### src/rtl/dmem_ctrl.sv
// ============================================================================
// Module      : dmem_ctrl
// Description : Data-memory access controller between the EX/MEM stage and a
//               req/gnt/rvalid bus. Aligns stores and extends loads.
//               Optional access timeout enabled by defining DMEM_TIMEOUT_EN.
// Revision    : 1.0 - initial release
// ============================================================================
`timescale 1ns/1ps
`default_nettype none

module dmem_ctrl (
  input  logic        clk,
  input  logic        arst_n,
  input  logic [31:0] inst_i,
  input  logic        mem_r_ena_i,
  input  logic [31:0] mem_r_addr_i,
  input  logic        mem_w_ena_i,
  input  logic [31:0] mem_w_addr_i,
  input  logic [31:0] mem_w_data_i,
  output logic [31:0] mem_r_data_o,
  output logic        stall_o,
  output logic        misalign_o,
  output logic        err_o,
  output logic        bus_req_o,
  output logic        bus_we_o,
  output logic [31:0] bus_addr_o,
  output logic [3:0]  bus_be_o,
  output logic [31:0] bus_wdata_o,
  input  logic        bus_gnt_i,
  input  logic        bus_rvalid_i,
  input  logic [31:0] bus_rdata_i
);

  localparam logic [1:0] c_IDLE = 2'd0;
  localparam logic [1:0] c_REQ  = 2'd1;
  localparam logic [1:0] c_WAIT = 2'd2;
  localparam logic [1:0] c_DONE = 2'd3;

  logic [1:0]  r_state;
  logic [1:0]  w_state_nxt;

  logic [29:0] r_addr;
  logic        r_we;
  logic [3:0]  r_be;
  logic [31:0] r_wdata;
  logic [2:0]  r_funct3;
  logic [1:0]  r_off;
  logic [31:0] r_rdata;

  logic [2:0]  w_funct3;
  logic        w_rd;
  logic        w_wr;
  logic        w_any;
  logic [31:0] w_addr;
  logic        w_misal_acc;
  logic        w_idle;
  logic        w_start;
  logic        w_busy;
  logic        w_complete;
  logic        w_timeout;
  logic        w_err;
  logic [3:0]  w_be;
  logic [31:0] w_wdata;
  logic [7:0]  w_ld_byte;
  logic [15:0] w_ld_half;
  logic [31:0] w_load;
  logic        w_unused_inst;

  assign w_unused_inst = ^{inst_i[31:15], inst_i[11:0]};

  // A simultaneous read and write performs the read only.
  assign w_funct3    = inst_i[14:12];
  assign w_rd        = mem_r_ena_i;
  assign w_wr        = mem_w_ena_i & ~mem_r_ena_i;
  assign w_any       = w_rd | w_wr;
  assign w_addr      = w_rd ? mem_r_addr_i : mem_w_addr_i;
  assign w_misal_acc = ((w_funct3[1:0] == 2'b01) & w_addr[0]) |
                       (w_funct3[1] & (w_addr[1:0] != 2'b00));
  assign w_idle      = (r_state == c_IDLE);
  assign w_start     = w_idle & w_any & ~w_misal_acc;
  assign w_busy      = (r_state == c_REQ) | (r_state == c_WAIT);
  assign w_complete  = ((r_state == c_REQ) & bus_gnt_i) |
                       ((r_state == c_WAIT) & bus_rvalid_i);

  always_comb begin
    w_be    = 4'b1111;
    w_wdata = mem_w_data_i;
    case (w_funct3[1:0])
      2'b00: begin
        w_be    = 4'b0001 << w_addr[1:0];
        w_wdata = {4{mem_w_data_i[7:0]}};
      end
      2'b01: begin
        w_be    = w_addr[1] ? 4'b1100 : 4'b0011;
        w_wdata = {2{mem_w_data_i[15:0]}};
      end
      default: begin
        w_be    = 4'b1111;
        w_wdata = mem_w_data_i;
      end
    endcase
    if (!w_wr) begin
      w_wdata = 32'h0;
    end
  end

`ifdef DMEM_TIMEOUT_EN
  logic [7:0] r_cnt;
  logic       r_err;

  // The counter reaches 255 on the same edge that forces DONE.
  assign w_timeout = w_busy & (r_cnt == 8'd254) & ~w_complete;
  assign w_err     = r_err;

  always_ff @(posedge clk or negedge arst_n) begin
    if (!arst_n) begin
      r_cnt <= 8'd0;
      r_err <= 1'b0;
    end else begin
      r_err <= w_timeout;
      if (w_start) begin
        r_cnt <= 8'd0;
      end else if (w_busy) begin
        r_cnt <= r_cnt + 8'd1;
      end
    end
  end
`else
  assign w_timeout = 1'b0;
  assign w_err     = 1'b0;
`endif

  always_ff @(posedge clk or negedge arst_n) begin
    if (!arst_n) begin
      r_state <= c_IDLE;
    end else begin
      r_state <= w_state_nxt;
    end
  end

  always_comb begin
    w_state_nxt = r_state;
    case (r_state)
      c_IDLE: if (w_start) w_state_nxt = c_REQ;
      c_REQ: begin
        if (bus_gnt_i) begin
          w_state_nxt = r_we ? c_DONE : c_WAIT;
        end else if (w_timeout) begin
          w_state_nxt = c_DONE;
        end
      end
      c_WAIT: if (bus_rvalid_i || w_timeout) w_state_nxt = c_DONE;
      c_DONE: w_state_nxt = c_IDLE;
      default: w_state_nxt = c_IDLE;
    endcase
  end

  always_ff @(posedge clk or negedge arst_n) begin
    if (!arst_n) begin
      r_addr   <= 30'h0;
      r_we     <= 1'b0;
      r_be     <= 4'h0;
      r_wdata  <= 32'h0;
      r_funct3 <= 3'h0;
      r_off    <= 2'h0;
      r_rdata  <= 32'h0;
    end else begin
      if (w_start) begin
        r_addr   <= w_addr[31:2];
        r_we     <= w_wr;
        r_be     <= w_be;
        r_wdata  <= w_wdata;
        r_funct3 <= w_funct3;
        r_off    <= w_addr[1:0];
      end
      if ((r_state == c_WAIT) && bus_rvalid_i) begin
        r_rdata <= bus_rdata_i;
      end
    end
  end

  always_comb begin
    case (r_off)
      2'd0:    w_ld_byte = r_rdata[7:0];
      2'd1:    w_ld_byte = r_rdata[15:8];
      2'd2:    w_ld_byte = r_rdata[23:16];
      default: w_ld_byte = r_rdata[31:24];
    endcase
    w_ld_half = r_off[1] ? r_rdata[31:16] : r_rdata[15:0];
    case (r_funct3)
      3'b000:  w_load = {{24{w_ld_byte[7]}}, w_ld_byte};
      3'b001:  w_load = {{16{w_ld_half[15]}}, w_ld_half};
      3'b100:  w_load = {24'h0, w_ld_byte};
      3'b101:  w_load = {16'h0, w_ld_half};
      default: w_load = r_rdata;
    endcase
  end

  assign bus_we_o    = r_we;
  assign bus_addr_o  = {r_addr, 2'b00};
  assign bus_be_o    = r_be;
  assign bus_wdata_o = r_wdata;

  // Combinational flags are gated so every output is 0 while reset is held.
  always_comb begin
    stall_o      = arst_n & (w_start | w_busy);
    misalign_o   = arst_n & w_idle & w_any & w_misal_acc;
    bus_req_o    = (r_state == c_REQ);
    err_o        = (r_state == c_DONE) & w_err;
    mem_r_data_o = 32'h0;
    if ((r_state == c_DONE) && !r_we && !w_err) begin
      mem_r_data_o = w_load;
    end
  end

endmodule

`default_nettype wire

### config.mk
export PLATFORM = sky130hd
export DESIGN_NAME = dmem_ctrl
export DESIGN_NICKNAME = d
export VERILOG_FILES = /design/src/rtl/dmem_ctrl.sv
export SDC_FILE = /design/constraint.sdc
export NUM_CORES = 1
export LEC_CHECK = 0
export BUFFER_PORTS_ARGS = -buffer_cell sky130_fd_sc_hd__buf_2
export CAP_MARGIN = 20
export CORE_MARGIN = 5
export CORE_UTILIZATION = 30
export CTS_CLUSTER_SIZE = 12
export DETAILED_ROUTE_END_ITERATION = 10
export PLACE_DENSITY_LB_ADDON = 0.08
export SLEW_MARGIN = 15
export SYNTH_ARGS = -nofsm -noshare
export SYNTH_HDL_FRONTEND = slang
export SYNTH_SLANG_ARGS = --single-unit
### constraint.sdc
create_clock -name clk -period 1.9 [get_ports clk]
set_input_delay 0.38 -clock clk [delete_from_list [all_inputs] [get_ports clk]]
set_output_delay 0.38 -clock clk [all_outputs]
set_load 0.1 [all_outputs]
==> summary by stage <==
Outcome
The run finished, with violations left. The final reports fail on setup timing.

Cells and area
The growth of design area from synthesis to finish is 73.4%. For this run, the post-layout net count is 949. The proportion of layout cells with a drive suffix above 1 is 69.5%. After the flow finishes, the layout carries non-filler instances totaling 1014.

Global route
The first global-routing pass estimated 30600 um of wire. The global routing's busiest layer is met2. The met2 routing resource usage after global routing is 29.7%. For this run, the total global-route usage over all layers was measured as 17.8%. Entering global routing, the biggest net connects 99 pins. Global routing used 6.07% of the available met3 tracks. The number of global-route vias before repair is 5537. Global routing consumed, on the met1 layer, 22.5% of the routing resources. The initial antenna violation count is 2. For this run the aggregate overflow at the end of global routing stands at 0.

Floorplan
Once the floorplan was initialized, standard cells occupied 30.8% of the core. The floorplan step set the die height to 146 um. 271 I/O pins were placed. In this run the standard cell core region covers 18100 sq um. The horizontal die dimension is 146 um. The site row count is 49.

The die area is 21400 sq um.

Setup path
The data required time of the critical path is 1.52 ns. The category of the critical setup timing path is register to output pin. The startpoint of the most critical register-to-register path is r_state[0]. STA classifies the critical path endpoint as an output pin. The setup check on the worst reg-to-reg path leaves a slack of -0.28 ns. For the worst setup path, the data arrival time is 2.14 ns. In this run the critical register-to-register path is captured at r_addr[12]. The peak fanout along the critical path is 8. The cell count of the worst reg-to-reg path is 12. The type of origin of the critical path is a register.

Timing
The count of final setup violators is 101. Clock skew on the completed layout was measured at 0.00951 ns. The max-slew violation count is 0. The time the final worst path needs with I/O delays and setup is 2.52 ns. The transition at the pin with the smallest max-transition slack is 0.534 ns.

In the finished design, the share of the clock period the worst path needs comes to 133%. The worst relative slew slack is 64.4%. The number of hold-slack violations in the final timing report came to 0. Setup slack on the critical path of the routed design comes to -0.619 ns. Setup repair after global routing could not meet its margin everywhere. For this run, the top clock speed supported by timing is 0.397 GHz. The aggregate negative setup slack is -28.41 ns. Hold timing on the final database bottoms out at a slack of 0.162 ns.

Detailed routing
In the final routed layout, each cell accounts on average for 18.9 um. After detailed routing, the number of remaining DRC violations is 0. The final routed wirelength across all metal layers is 19100 um. After the first detailed-routing iteration, the DRC count stood at 194.

The post-detailed-route count of antenna-violating nets is 0. Dividing the detail-routed via count by the number of cells gives 4.91. The first-pass iteration count of the detailed router is 4. The via total after detailed routing is 4975.

Synth
The gate count after technology mapping is 477. The adder and majority gate portion of the synthesized area is 0.896%. The portion of synthesized area spent on multiplexers is 26.4%.

The main combinational cell family by area after synthesis is multiplexers. A synthesized cell averages 11.7 sq um. Of the total synthesized cell area, the portion taken by AND, OR, NAND and NOR gates is 6.57%. The cell area that synthesis handed to floorplanning was 5580 sq um. The async set-reset flop share out of synthesis is 100%. In this run, synthesis inferred 0 flip-flops with an integrated enable. The synthesized netlist devotes 14.2% of its cell area to compound gates. The number of distinct standard cells referenced by the synthesized netlist is 50.

The most used flip-flop cell after synthesis is sky130_fd_sc_hd__dfrtp_1. For this run, the number of Yosys warnings is 0. For this run, the register share of the synthesized area comes to 47.5%. The synthesized-area fraction occupied by xor and xnor cells is 0.157%. The flip-flop and latch count after synthesis is 106.

Place
Prior to clock tree synthesis, the placed netlist has a worst setup slack of -0.360 ns. The HPWL after detailed placement is 13300 um. The number of port buffers is 238. Routability-driven placement finished with a final weighted congestion of 0.773.

The number of instances in the placed design is 968.

CTS
The maximum buffer depth of the clock tree is 2. For the worst-skew pair, the clock arrives at the later sink with an insertion delay of 0.35 ns. TritonCTS built the clock tree. Clock tree synthesis inserted a total of 9 buffers. The clock-pin slew on the worst setup and hold paths is 0.08 ns. The clock root buffer master is sky130_fd_sc_hd__clkbuf_16. The H-tree was split into 3 levels. The count of clock tree sinks is 106.

Flow run
The max-cap violation count is 0.

Min path
The worst hold path belongs to the class primary input to asynchronous set/reset pin.
state kept, by name, indices dropped and copies added (netlist names):
signal and cells:
r_off 2, r_rdata 32, r_state 2, r_funct3 3, r_addr 30, bus_be_o 4, bus_we_o 1, bus_wdata_o 32
area by class of cell:
cell class / count / area (sq um)
diodes: 1 / 2.50
clock buffers: 10 / 239
clock inverters: 6 / 65.1
fillers: 1598 / 8470
inverters: 9 / 41.3
multi-input cells: 328 / 3620
flip-flops and latches: 106 / 2660
well taps: 229 / 287
repair buffers: 325 / 2770
kinds of logic after synthesis:
group	count (synthesis)
buffers and inverters	45
adder cells (fa/ha/maj)	4
AND/OR/NAND/NOR	74
AO/OA/AOI/OAI	113
other	1
multiplexers	133
XOR/XNOR	1
flip-flops	106
per-layer routing:
layer	wire length [um]	vias to the layer above	share of wire, %
li1	-	2353	-
met1	8170	2454	43
met2	9470	145	49
met3	1280	19	6.7
met4	210	4	1.1
met5	27	-	0.14
critical path: stages, from the launching register on:
cell	delay, ns
sky130_fd_sc_hd__dfrtp_2	0.40
sky130_fd_sc_hd__mux4_2	0.51
sky130_fd_sc_hd__nor2b_4	0.15
sky130_fd_sc_hd__o211ai_4	0.28
sky130_fd_sc_hd__buf_12	0.20
sky130_fd_sc_hd__nand2_2	0.06
sky130_fd_sc_hd__buf_6	0.18
how the worst max path moves through the flow:
stage / startpoint / to / slack (ns) / cells after the start
detailed placement: r_off[1] / mem_r_data_o[21] / -0.36 / 6
floorplan: mem_r_ena_i / misalign_o / -0.40 / 4
CTS: r_off[1] / mem_r_data_o[16] / -0.69 / 6
global placement: r_off[1] / mem_r_data_o[31] / -0.33 / 6
global route: r_off[1] / mem_r_data_o[16] / -0.71 / 6
finish: r_off[1] / mem_r_data_o[19] / -0.62 / 6
what timing repair did:
action / 4_1_cts / 5_1_grt
resized for setup: 155 / 71
cloned: 8 / 1
hold buffers: 1 / 0
pin swaps: 22 / 32
setup endpoints to repair: 81 / 118
setup buffers: 16 / 13
endpoints found under the hold margin: 8 / 0
Yosys cell counts, types with 4 or more instances:
| master | count | area [sq um] |
|---|---|---|
| sky130_fd_sc_hd__dfrtp_1 | 106 | 2650 |
| sky130_fd_sc_hd__mux2_2 | 72 | 811 |
| sky130_fd_sc_hd__nand2_1 | 43 | 161 |
| sky130_fd_sc_hd__o21ai_0 | 35 | 175 |
| sky130_fd_sc_hd__mux2_1 | 34 | 383 |
| sky130_fd_sc_hd__mux2i_1 | 26 | 260 |
| sky130_fd_sc_hd__a21oi_1 | 25 | 125 |
| sky130_fd_sc_hd__o2bb2ai_1 | 17 | 149 |
| sky130_fd_sc_hd__a22o_1 | 16 | 140 |
| sky130_fd_sc_hd__clkbuf_1 | 15 | 56.3 |
| sky130_fd_sc_hd__inv_1 | 9 | 33.8 |
| sky130_fd_sc_hd__nand3b_1 | 8 | 60.1 |
| sky130_fd_sc_hd__buf_2 | 7 | 35.0 |
| sky130_fd_sc_hd__buf_4 | 6 | 45.0 |
| sky130_fd_sc_hd__nor2_1 | 6 | 22.5 |
| sky130_fd_sc_hd__buf_1 | 4 | 15.0 |
| sky130_fd_sc_hd__buf_6 | 4 | 45.0 |
| sky130_fd_sc_hd__ha_1 | 4 | 50.1 |
metrics by stage:
stage          utilization [%]  instance area, sq um
6_report                  53.3                  9680
3_5_place_dp              44.6                  8090
4_1_cts                   51.5                  9340
5_1_grt                   53.3                  9680
3_3_place_gp              44.6                  8090
2_1_floorplan                -                  6140
cells in the final DEF, fill, tap and decap left out, drive strengths merged, types with 2 or more instances in the layout:
master / count
mux2i: 26
conb: 3
clkbuf: 11
nor2: 7
a21boi: 2
nor3: 2
buf: 322
or3: 2
nand2b: 2
clkinv: 3
o21ai: 36
a21oi: 25
ha: 4
nand2: 43
nor2b: 2
a21o: 2
a22o: 16
o2bb2ai: 17
inv: 10
a211oi: 2
and2: 2
nand3b: 8
mux2: 106
o22ai: 2
dfrtp: 106
Power is left out: the tool's default activity adds up to more than one toggle a clock period on the data nets, which glitch-free logic cannot reach.
